===== src/rtl/pipeline_hazard_ctrl.sv =====
// Stall/flush controller for the 5-stage pipeline: load-use, branch redirect, jump and memory waits.
// Optional stall-cycle counter (o_stall_cnt) is built only when HAZ_STALL_CNT_EN is defined.
module pipeline_hazard_ctrl #(
   parameter int REG_AW       = 5,
   parameter int FLUSH_CYCLES = 1,
   parameter int CNT_W        = 32
) (
   input  logic              clk,
   input  logic              reset,
   input  logic [REG_AW-1:0] i_id_rs,
   input  logic [REG_AW-1:0] i_id_rt,
   input  logic              i_id_uses_rt,
   input  logic              i_id_jump,
   input  logic              i_ex_memread,
   input  logic [REG_AW-1:0] i_ex_rd,
   input  logic              i_ex_br_taken,
   input  logic              i_mem_req,
   input  logic              i_mem_ready,
   output logic              o_pc_hold,
   output logic              o_ifid_hold,
   output logic              o_ifid_flush,
   output logic              o_idex_flush,
   output logic              o_exmem_hold
`ifdef HAZ_STALL_CNT_EN
  ,output logic [CNT_W-1:0]  o_stall_cnt
`endif
);

   localparam int FCW = (FLUSH_CYCLES > 1) ? $clog2(FLUSH_CYCLES) : 1;

   typedef enum logic [1:0] {RUN, MEM_WAIT, REDIRECT} state_t;

   state_t           r_state, w_nxt_state;
   logic [FCW-1:0]   r_cnt, w_nxt_cnt;
   logic             w_lu, w_mwait;

   assign w_lu    = i_ex_memread && (i_ex_rd != '0) &&
                    ((i_ex_rd == i_id_rs) || (i_id_uses_rt && (i_ex_rd == i_id_rt)));
   assign w_mwait = i_mem_req && !i_mem_ready;

   always_comb begin
      w_nxt_state  = r_state;
      w_nxt_cnt    = r_cnt;
      o_pc_hold    = 1'b0;
      o_ifid_hold  = 1'b0;
      o_ifid_flush = 1'b0;
      o_idex_flush = 1'b0;
      o_exmem_hold = 1'b0;
      // Outputs are forced quiet while reset is held, independent of the inputs.
      if (!reset) begin
         case (r_state)
            RUN: begin
               if (w_mwait) begin
                  o_pc_hold    = 1'b1;
                  o_ifid_hold  = 1'b1;
                  o_exmem_hold = 1'b1;
                  w_nxt_state  = MEM_WAIT;
               end else if (i_ex_br_taken) begin
                  o_ifid_flush = 1'b1;
                  o_idex_flush = 1'b1;
                  if (FLUSH_CYCLES > 1) begin
                     w_nxt_state = REDIRECT;
                     w_nxt_cnt   = FCW'(FLUSH_CYCLES - 1);
                  end
               end else if (w_lu) begin
                  o_pc_hold    = 1'b1;
                  o_ifid_hold  = 1'b1;
                  o_idex_flush = 1'b1;
               end else if (i_id_jump) begin
                  o_ifid_flush = 1'b1;
               end
            end
            MEM_WAIT: begin
               // A redirect interrupted by the wait resumes with its remaining count.
               if (i_mem_ready) begin
                  w_nxt_state = (r_cnt != '0) ? REDIRECT : RUN;
               end else begin
                  o_pc_hold    = 1'b1;
                  o_ifid_hold  = 1'b1;
                  o_exmem_hold = 1'b1;
               end
            end
            REDIRECT: begin
               if (w_mwait) begin
                  o_pc_hold    = 1'b1;
                  o_ifid_hold  = 1'b1;
                  o_exmem_hold = 1'b1;
                  w_nxt_state  = MEM_WAIT;
               end else begin
                  o_ifid_flush = 1'b1;
                  w_nxt_cnt    = r_cnt - FCW'(1);
                  if (r_cnt <= FCW'(1)) w_nxt_state = RUN;
               end
            end
            default: begin
               w_nxt_state = RUN;
               w_nxt_cnt   = '0;
            end
         endcase
      end
   end

   always_ff @(posedge clk or posedge reset) begin
      if (reset) begin
         r_state <= RUN;
         r_cnt   <= '0;
      end else begin
         r_state <= w_nxt_state;
         r_cnt   <= w_nxt_cnt;
      end
   end

`ifdef HAZ_STALL_CNT_EN
   logic [CNT_W-1:0] r_stall_cnt;

   // Saturating: holds at all-ones instead of wrapping.
   always_ff @(posedge clk or posedge reset) begin
      if (reset)
         r_stall_cnt <= '0;
      else if (o_pc_hold && (r_stall_cnt != '1))
         r_stall_cnt <= r_stall_cnt + CNT_W'(1);
   end

   assign o_stall_cnt = r_stall_cnt;
`endif

endmodule


===== config.mk =====
export PLATFORM = sky130hd
export DESIGN_NAME = pipeline_hazard_ctrl
export DESIGN_NICKNAME = d
export VERILOG_FILES = /design/src/rtl/pipeline_hazard_ctrl.sv
export SDC_FILE = /design/constraint.sdc
export NUM_CORES = 1
export LEC_CHECK = 0
export CORE_AREA = 2 2 39 41
export DETAILED_ROUTE_END_ITERATION = 7
export DIE_AREA = 0 0 41 43
export PLACE_DENSITY_LB_ADDON = 0.05
export SLEW_MARGIN = 5
export SYNTH_ARGS = -nofsm -noshare
export SYNTH_HDL_FRONTEND = slang
export SYNTH_SLANG_ARGS = --single-unit

===== constraint.sdc =====
create_clock -name clk -period 2.6 [get_ports clk]
set_clock_uncertainty 0.15 [all_clocks]
set_input_delay 0.78 -clock clk [delete_from_list [all_inputs] [get_ports clk]]
set_output_delay 0.78 -clock clk [all_outputs]
set_load 0.01 [all_outputs]

======== Yosys cells after proc, flatten, opt, wreduce, memory -nomap -nowiden ========
Cells that the tools add are included.
Widths: inputs -> output; s select.
cells by class
  equality and inequality tests ........... 8
  bitwise gates (word level) .............. 2
  $lt $le $gt $ge ......................... 1
  $add $sub $neg .......................... 1
  mux-type cells .......................... 28
  reductions and logical operators ........ 12
operators by type and width
  cell                 count
  $mux 1               18
  $eq 5x5->1           2
  $mux 2               5
  $ne 2x2->1 const B   3
  $pmux 1 s2           3
  $pmux 2 s3           1
  $reduce_bool 5->1    1
  $logic_and 1x1->1    4
  $reduce_and 4->1     1
  $reduce_or 2->1      2
  $ne 3x3->1 const B   1
  $pmux 1 s3           1
  $reduce_and 3->1     1
  $eq 2x1->1 const B   1
  $eq 2x2->1 const B   1
  $logic_not 2->1      1
  $not 1->1            2
  $le 1x1->1 const B   1
  $logic_not 1->1      1
  $logic_or 1x1->1     1
  $sub 1x1->1 const B  1
word-level totals
  bits of input ports ..................... 23
  output and inout port bits .............. 5
  register bits ........................... 3
  word-level logic and storage cells ...... 54

======== Logic depth before layout (Yosys ltp) ========
  depth in word-level cells ............... 9
  depth in mapped cells ................... 5

======== Least setup slack after synthesis ========
No wires, ideal clock.
  kind .................................... input to output
  start point ............................. in i_ex_rd[2]
  end point ............................... out o_pc_hold
  setup slack ............................. -179 ps
  path buffers ............................ 1
  stages .................................. 5
  arrival time ............................ 1849 ps
  cell sequence ........................... or4_1 -> o21ai_2 -> or4b_1 -> o21bai_1 -> buf_4
between the ends
  word-level cells in the longest chain between the ends .. 9
  elaborated cells on any way between the ends .. 12
  classes of those cells .................. eq/ne: 2; mux: 5; reduce/logical: 5
RTL lines
  item                   RTL line  RTL
  from (decl)            15        input logic [REG_AW-1:0] i_ex_rd,
  $eq 5x5->1             38        ((i_ex_rd == i_id_rs) || (i_id_uses_rt && (i_ex_rd == i_id_rt)));
  $logic_and 1x1->1      38
  $logic_or 1x1->1       38
  $logic_and 1x1->1 *    37        assign w_lu = i_ex_memread && (i_ex_rd != '0) &&
  $mux 1 * (3 in a row)  n/a
  $pmux 1 s3 *           n/a
  $mux 1 *               n/a
  to (decl)              19        output logic o_pc_hold,
Mark *: on every way between the ends. The rest lies on a longest branch, timed or not.

======== Worst setup path in the final report ========
  start point ............................. in i_ex_rd[4]
  end point ............................... out o_ifid_flush
between the ends
  word-level cells in the longest chain between the ends .. 9
  elaborated cells on any way between the ends .. 12
  classes of those cells .................. eq/ne: 2; mux: 5; reduce/logical: 5
RTL lines
  item                 RTL line  RTL
  $eq 5x5->1           38
  $logic_and 1x1->1    38
  $logic_or 1x1->1     38
  $logic_and 1x1->1 *  37
  $mux 1 *             65        end else if (w_lu) begin
  $mux 1 *             58        end else if (i_ex_br_taken) begin
  $mux 1 *             53        if (w_mwait) begin
  $pmux 1 s2 *         51        case (r_state)
  $mux 1 *             50        if (!reset) begin
  to (decl)            21        output logic o_ifid_flush,
Marks and branches as above.

==> metrics.md <==
| Metric | Value |
|---|---|
| Critical path's top delay family | `simple AND/OR/NAND/NOR gates` |
| Number of setup violations in the final report | `4` |
| Antenna Diode Count | `0` |
| Floorplan Core Area | `1380 um2` |
| ANT nets after route | `0` |
| Power density of the placed cells | `303 nW/um2` |
| Layout overhead on the synthesized area | `128%` |
| Total of fill cells in the finished design | `130` |
| Die outline width | `41 um` |
| Worst-case hold slack | `0.349 ns` |
| Total Die Area | `1760 um2` |
| Failing checks | `setup timing` |
| Peak supply drop | `0.000299 V` |
| Crit-path cells | `buf_8 > or4_4 > o21ai_4 > or3_1 > o21a_1 > buf_2` |
| Result of the run | `finished, violations left` |
| Total clock sinks | `3` |
| Detail-routed via count per cell | `4.73` |
| DRC violation count after routing | `0` |
| Cell area after synthesis | `375 um2` |
| Share of post-route cells with drive strength above 1 | `0.511` |
| Number of buffers inserted by port buffering | `27` |
| Share of the clock period used by the worst path | `1.09` |
| Initial Utilization | `0.271` |
| Aggregate global routing overflow | `0` |
| Total negative slack for setup checks | `-0.926 ns` |
| Maximum number of pins on one net before global-route repair | `8` |
| Yosys cell types | `26` |
| Cell chosen for the clock root | `clkbuf_4` |
| Leakage power total | `0.000395 uW` |
| Total track usage | `0.168` |
| Met3 Resource Use GR | `0.0157` |
| Sort of element at the end of the critical path | `output port` |
| Number of global-route vias before repair | `513` |
| Count of standard-cell rows | `14` |
| Global-route wire length before repair | `2060 um` |
| RSZ-0062 raised after global routing | `true` |
| TritonCTS clock tree | `done` |
| Element type at the critical path start | `input port` |
| Final critical delay including setup and external delays | `2.84 ns` |
| Drt pass-1 iters | `4` |
| Count of final max-slew check failures | `0` |
| Worst hold-check path type | `flip-flop to flip-flop` |
| Busiest layer in global routing | `met2` |
| Fraction of the yosys area taken by sequential cells | `0.200` |
| Critical path data arrival time | `1.91 ns` |
| Clock Pin Slew Worst Setup and Hold Paths | `0.03 ns` |
| Worst setup path class | `input port to output port` |
| Clock latency on the worst-skew pair | `0.24 ns` |
| Synthesized instance count | `47` |
| WP buf/inv | `2` |
| Longest Clk Path Bufs | `2` |
| Number of nets in the finished design | `116` |
| Max-Slew Margin vs Limit | `0.787` |
| Cell type of the slowest stage on the worst timing path | `or4_4` |
| Iteration-0 DRC Markers | `5` |
| Final worst slack | `-0.240 ns` |
| Vias after detailed routing | `511` |
| I/O pin count | `28` |
| Initial antenna violation count | `0` |
| Die Span Y | `43 um` |
| Met2 Usage GRT | `0.272` |
| Avg Cell Area, Syn | `7.99 um2` |
| Final Hold Viols | `0` |
| M1 GR Usage | `0.211` |
| Actual transition at the worst max-transition pin | `0.320 ns` |
| Ys Warns | `0` |
| Most frequent cells in the layout | `buf_4 (15), dlygate4sd2_1 (10), xor2_1 (7)` |
| FF+latch count, synth | `3` |
| Max stage delay on crit path | `0.53 ns` |
| Synthesized netlist net count | `70` |
| Max_cap viols | `0` |
| Launch instance of the worst min-delay path | `r_cnt` |
| Power, Total | `259 uW` |
| Commonest non-fill, non-tap cell in the layout | `buf_4` |
| Reg-to-Reg Start | `r_state[1]` |
| WL per Instance | `11.6 um` |
| Number of buffers created by CTS | `3` |
| Crit. Startpoint | `i_ex_rd[4]` |
| Largest fanout on the critical path | `3` |
| Achievable clock frequency | `0.352 GHz` |
| Required time reported for the critical path endpoint | `1.67 ns` |
| CTS HTree Levels | `1` |
| Total wire length after detailed routing | `1260 um` |
| Final weighted congestion in routability-driven placement | `0.665` |
[power breakdown]
part	total [uW]	leakage (uW)	internal, uW	switching [uW]
registers	51.0	0.0000407	49.4	1.59
clock network	82.3	0.0000150	57.5	24.8
logic	125	0.000340	72.8	52.7
total	259	0.000395	180	79.1
[flip-flops by register name, indices dropped and copies added (netlist names)]
name / count
r_cnt: 1
r_state: 2
[worst paths after layout]
path | depth (start not counted) | slack (ns) | to
worst min register to register | 1 | 0.35 | r_cnt
worst max-delay path | 6 | -0.24 | o_ifid_flush
worst max register to register | 2 | 1.44 | r_state[1]
worst min-delay path | 1 | 0.35 | r_cnt
max in group asynchronous | 3 | 1.61 | r_cnt
min in group asynchronous | 3 | 0.54 | r_state[1]
[synth_stat cells]
cell type,instances,area share
nand3_1,1,0.013
or2b_1,1,0.020
nor3_1,2,0.027
buf_4,1,0.020
o2bb2ai_1,1,0.023
o211ai_1,1,0.020
o31ai_1,2,0.040
nor4_1,1,0.017
o21ai_0,2,0.027
nand2_1,4,0.040
or4_1,1,0.020
or4b_1,1,0.027
xnor2_1,1,0.023
dfrtp_1,3,0.20
o21a_1,1,0.020
clkbuf_8,1,0.037
or3_2,1,0.020
a211oi_1,1,0.020
inv_1,1,0.010
or3_1,1,0.017
nand2b_1,2,0.033
o21bai_1,1,0.020
a32oi_1,1,0.023
nor2_1,5,0.050
o21ai_2,1,0.023
xor2_1,9,0.21
[layout make-up]
cell class | count | area, um2 | area share
sequential | 3 | 75.1 | 0.0878
tap | 16 | 20.0 | 0.0234
clock buffer | 4 | 26.3 | 0.0307
timing repair buffer | 43 | 359 | 0.420
multi-input combinational | 41 | 370 | 0.433
inverter | 1 | 3.75 | 0.00439
[worst reg2reg max path, stage by stage, from the launching register on]
cell and delay (ns):
dfrtp_1 0.44, nand2b_1 0.23, o31ai_1 0.25
[through the flow]
stage          area, um2  cells  setup WS, ns   util
6_report             855    108        -0.240  0.618
5_1_grt              855    108        -0.293  0.618
4_1_cts              821    108        -0.273  0.593
3_5_place_dp         757    102         -1.04  0.547
3_3_place_gp         757    102         -1.06  0.547
2_1_floorplan        383     47        -0.119      -
[repair_timing]
item / CTS / global route
pin swaps: 20 / 8
gates resized for setup: 75 / 12
hold buffers: 0 / 0
setup endpoints to repair: 5 / 5
buffers inserted: 2 / 0
hold endpoints to repair: 0 / 0
[cells by family (layout without fill, tap and decap cells)]
family,count (synthesis),in the layout,synth area share
AO/OA/AOI/OAI,11,11,0.217
XOR/XNOR,10,10,0.233
buffers and inverters,3,48,0.0667
flip-flops,3,3,0.200
AND/OR/NAND/NOR,20,20,0.283
[metal layers]
| metal | share of wire | routed length, um | vias to the layer above |
|---|---|---|---|
| met1 | 0.39 | 493 | 241 |
| met4 | 0.015 | 19 | 0 |
| met3 | 0.034 | 43 | 2 |
| met2 | 0.56 | 698 | 12 |
| met5 | 0 | 0 | - |
| li1 | - | - | 256 |
Power figures use the tool's default switching activity.
